===== config.mk =====
export PLATFORM = sky130hd
export DESIGN_NAME = ccr_unit
export DESIGN_NICKNAME = d
export VERILOG_FILES = /design/src/rtl/ccr_unit.sv
export SDC_FILE = /design/constraint.sdc
export NUM_CORES = 1
export LEC_CHECK = 0
export BUFFER_PORTS_ARGS = -buffer_cell sky130_fd_sc_hd__buf_2
export CAP_MARGIN = 20
export CORE_UTILIZATION = 35
export CTS_CLUSTER_DIAMETER = 150
export DETAILED_ROUTE_END_ITERATION = 10
export SYNTH_ARGS = -nofsm -noshare
export SYNTH_HDL_FRONTEND = slang
export SYNTH_SLANG_ARGS = --single-unit

===== constraint.sdc =====
create_clock -name clk -period 5.88 [get_ports clk]
set_clock_uncertainty 0.2 [all_clocks]
set_input_delay 0.294 -clock clk [delete_from_list [all_inputs] [get_ports clk]]
set_output_delay 0.294 -clock clk [all_outputs]
set_load 0.005 [all_outputs]

===== src/rtl/ccr_unit.sv =====
// Condition-code register plus a small shadow stack that preserves the CCR across
// nested interrupts; the top entry feeds the ALU restore path as freezedCCR.
module ccr_unit #(
  parameter int DEPTH = 4,
  parameter int DW    = $clog2(DEPTH+1)
) (
  input  logic          clk,
  input  logic          rst,
  input  logic          stall,
  input  logic          ccrWriteEnable,
  input  logic          zeroFlagIn,
  input  logic          carryFlagIn,
  input  logic          overFlowFlagIn,
  input  logic          negativeFlagIn,
  input  logic          interruptFreeze,
  input  logic          rtiPop,
  output logic          zeroFlag,
  output logic          carryFlag,
  output logic          overFlowFlag,
  output logic          negativeFlag,
  output logic [3:0]    freezedCCR,
  output logic [DW-1:0] shadowDepth,
  output logic          shadowOverflow,
  output logic          shadowUnderflow
);

  localparam logic [DW-1:0] FULL = DW'(DEPTH);

  logic [3:0]             ccr_q, ccr_d;
  logic [DEPTH-1:0][3:0]  stk_q, stk_d;
  logic [DW-1:0]          dep_q, dep_d;
  logic                   ovf_q, ovf_d;
  logic                   unf_q, unf_d;
  logic                   wr_en;
  logic [DW-1:0]          wr_sel;

  // Push captures ccrNext so the flags of the instruction completing alongside
  // the interrupt entry are included in the saved context.
  always_comb begin
    ccr_d  = ccrWriteEnable ? {negativeFlagIn, overFlowFlagIn, carryFlagIn, zeroFlagIn} : ccr_q;
    dep_d  = dep_q;
    ovf_d  = ovf_q;
    unf_d  = unf_q;
    wr_en  = 1'b0;
    wr_sel = dep_q;
    if (interruptFreeze && rtiPop) begin
      wr_en = 1'b1;
      if (dep_q != '0) begin
        wr_sel = dep_q - DW'(1);
      end else begin
        dep_d = DW'(1);
        unf_d = 1'b1;
      end
    end else if (interruptFreeze) begin
      if (dep_q == FULL) begin
        ovf_d = 1'b1;
      end else begin
        wr_en = 1'b1;
        dep_d = dep_q + DW'(1);
      end
    end else if (rtiPop) begin
      if (dep_q == '0) unf_d = 1'b1;
      else             dep_d = dep_q - DW'(1);
    end
  end

  always_comb begin
    stk_d = stk_q;
    for (int i = 0; i < DEPTH; i++)
      if (wr_en && wr_sel == DW'(i)) stk_d[i] = ccr_d;
  end

  always_ff @(posedge clk) begin
    if (rst) begin
      ccr_q <= '0;
      stk_q <= '0;
      dep_q <= '0;
      ovf_q <= 1'b0;
      unf_q <= 1'b0;
    end else if (!stall) begin
      ccr_q <= ccr_d;
      stk_q <= stk_d;
      dep_q <= dep_d;
      ovf_q <= ovf_d;
      unf_q <= unf_d;
    end
  end

  always_comb begin
    freezedCCR = 4'b0000;
    for (int i = 0; i < DEPTH; i++)
      if (dep_q == DW'(i+1)) freezedCCR = stk_q[i];
  end

  assign {negativeFlag, overFlowFlag, carryFlag, zeroFlag} = ccr_q;
  assign shadowDepth     = dep_q;
  assign shadowOverflow  = ovf_q;
  assign shadowUnderflow = unf_q;

endmodule


==> key figures <==
Yosys
  • Number of synthesized flops with an enable pin: 0
  • Unique cell type count in the Yosys netlist: 28
  • Mapped Cells: 163
  • Syn avg cell area: 8.989 sq um
  • Top_reg_cell synth: dfxtp_1
  • Area fraction of the dominant cell type after synthesis: 34.16%
  • Syn nets: 179
  • Synthesized flop and latch total: 25
  • Register area share after synthesis: 34.16%
  • Area leader, netlist: dfxtp_1
  • Most frequent cells after synthesis: 25 x dfxtp_1, 25 x mux2i_1, 18 x nand2b_1
  • Yosys warns: 0
  • Top post-synthesis cells by area: dfxtp_1 34%, mux2i_1 17%, nand2b_1 7.7%
  • Synth async-reset ratio: 0%
  • Syn Std Cell Area: 1465 sq um

Setup path
  • Reg-to-reg startpoint: shadowDepth[0]$_SDFFE_PP0P_
  • Critical Path Source Type: register
  • Data required, critical path: 5390 ps
  • Reg2Reg Setup Slack: 3370 ps
  • R2R depth: 6
  • Critical Path Sink Type: primary output
  • Worst r2r dst: stk_q[7]$_SDFFE_PP0P_
  • Arrival time worst endpoint: 2150 ps
  • Worst setup path class: register to primary output
  • Worst-path fanout max: 12

Route
  • ANT nets after route: 0
  • Wirelength per Cell: 14.98 microns
  • Violation count after the first detailed-route iteration: 35
  • Vias: 1211
  • Vias per cell: 5.335
  • Total wire length: 3.400 mm
  • Drt first pass iters: 4
  • DRC errors left: 0

Placement
  • Routability Congestion: 0.8468
  • IO buf count: 22
  • Hpwl dp: 2.487 mm
  • Placed Instance Area: 1588 sq um

Power
  • Net Sw Frac: 31.60%
  • Clk network pwr share: 29.9%
  • Logic pwr share: 21.1%
  • Sequential share of power: 49.0%
  • Switching pwr: 119.1 uW
  • Max VDD drop: 0.1336 mV
  • Int Power: 257.8 uW
  • Lkg Pwr: 0.7073 nW
  • Pwr/cell area: 230.3 nW/um^2

Global routing
  • GRT Util Overall: 16.50%
  • Initial antenna violation count: 0
  • Vias in the first global route: 1179
  • Largest net degree at the start of global routing: 31
  • GRT overflow: 0
  • First-pass GRT wire length: 5.492 mm

Clocking
  • CTS H-tree depth: 1
  • CTS max path bufs: 2
  • CTS tree: built
  • Sink Count: 25
  • Post-CTS sizing: 0
  • Postcts setup bufs: 0
  • Clock root buffer master: clkbuf_8
  • Number of buffers created by CTS: 3
  • Worst-path clk slew: 100 ps
  • Worst-skew pair later-pin latency: 280 ps
  • Hold buffer count at cts: 0

STA
  • Slew at the pin closest to its max-slew limit: 629.9 ps
  • Setup-failing EPs final: 0
  • Achievable Freq: 378.9 MHz
  • Slew headroom: 57.95%
  • RSZ-0062 raised after global routing: no
  • Setup TNS: 0 ps
  • Tcrit/Tclk final: 44.89%
  • Max-slew violation count: 0
  • Post-route minimum period: 2639 ps
  • Final hold viol count: 0

Floorplan
  • Starting Density: 36.63%
  • Width of the die: 66.70 microns
  • Die H: 66.70 microns
  • Row cnt: 23
  • Die area: 4449 sq um
  • Top-Level Pins: 23
  • Core area: 4000 sq um

Cells and area
  • Area growth, synth to finish: 11.70%
  • Layout cells sized above 1: 19.77%
  • Final core occ: 40.91%
  • Fill cells: 405
  • Final Cell Area: 1637 sq um
  • Ant. Diodes: 0
  • NumNets Final: 194

Status
  • Status: finished clean

Run
  • Max-cap violation count: 0

Hold path
  • Hold Path Cell Cnt: 3
  • Worst hold path type: input port to register
  • Hold Path End: ccr_q[0]$_SDFFE_PP0N_
  • Hold wc startpoint: zeroFlagIn
## per-stage QoR
stage | total power, mW | hold slack, ps | setup WS (ps) | instances
2_1_floorplan | 0.2467 | 241.2 | 3599 | 163
3_3_place_gp | 0.2648 | 249.2 | 3535 | 223
3_5_place_dp | 0.2677 | 262.6 | 3405 | 223
5_1_grt | 0.3909 | 77.26 | 3055 | 227
4_1_cts | 0.3759 | 63.99 | 3244 | 227
6_report | 0.3769 | 58.68 | 3241 | 227
## power by group through the flow
stage	clock, mW	sequential (mW)	combinational (mW)
6_report	0.113	0.185	0.0796
5_1_grt	0.118	0.186	0.0871
4_1_cts	0.112	0.185	0.0792
3_5_place_dp	0	0.189	0.0789
3_3_place_gp	0	0.188	0.0768
2_1_floorplan	0	0.185	0.0621
## layout make-up
class                           count  area (sq um)  share of cell area, %
Multi-Input combinational cell    123         903.4                  55.20
Clock buffer                        3         41.29                  2.523
Inverter                            3         11.26                 0.6881
Tap cell                           50         62.56                  3.823
Clock inverter                      1         7.507                 0.4587
Timing Repair Buffer               22         110.1                  6.728
Sequential cell                    25         500.5                  30.58
## layout by cell type, fill, tap and decap left out
master / n
a2111oi_4: 1
a211oi_1: 2
a21oi_1: 10
a311oi_1: 4
and2_1: 1
buf_2: 22
clkbuf_8: 3
clkinvlp_4: 1
dfxtp_1: 25
ha_1: 6
inv_1: 3
mux2i_1: 25
nand2_1: 7
nand2b_1: 18
nand3_1: 4
nand3b_1: 4
nor2_1: 9
nor2b_1: 3
nor3_1: 2
nor4_1: 3
nor4b_1: 2
nor4bb_1: 2
o21a_1: 1
o21ai_0: 8
o21ai_2: 4
o41a_1: 1
or2_2: 4
xnor2_1: 2
## critical path: stages, from the launching register on
cell and delay (ps):
dfxtp_1 550, inv_1 200, ha_1 330, nand3b_1 190, a21oi_1 180, a21oi_1 60
o21ai_0 190, buf_2 160
## flip-flops by register name, summed over array words and instances, names as in the netlist
| name | count |
|---|---|
| stk_q | 16 |
| ccr_q | 4 |
| shadowDepth | 3 |
| shadowOverflow | 1 |
| shadowUnderflow | 1 |
## worst max-delay path by stage
stage,cells past startpoint,from,end
finish,7,shadowDepth[0]$_SDFFE_PP0P_,freezedCCR[2]
global route,7,shadowDepth[0]$_SDFFE_PP0P_,freezedCCR[0]
CTS,7,shadowDepth[0]$_SDFFE_PP0P_,freezedCCR[2]
detailed placement,6,shadowDepth[0]$_SDFFE_PP0P_,stk_q[3]$_SDFFE_PP0P_
global placement,6,shadowDepth[0]$_SDFFE_PP0P_,stk_q[7]$_SDFFE_PP0P_
floorplan,8,shadowDepth[0]$_SDFFE_PP0P_,stk_q[4]$_SDFFE_PP0P_
## routing by layer
metal / vias up / routed length (microns) / part of all wire (%) / GRT usage, %
met2: 28 / 1693 / 50 / 28.91
met5: - / 0 / 0 / 0
met3: 5 / 108 / 3.2 / 1.712
met4: 0 / 56 / 1.6 / 8.511
met1: 577 / 1541 / 45 / 19.59
li1: 601 / - / - / -
## logic make-up after synthesis
| family | count (synthesis) | share of synthesized area (%) |
|---|---|---|
| buffers and inverters | 15 | 4.185 |
| xor gates and xnor gates | 2 | 1.196 |
| adders and majority gates | 6 | 5.124 |
| AOI/OAI and AO/OA | 31 | 15.12 |
| muxes | 25 | 17.08 |
| DFF | 25 | 34.16 |
| and+or+nand+nor | 59 | 23.14 |
No activity file was read; power rests on OpenSTA's default activity.
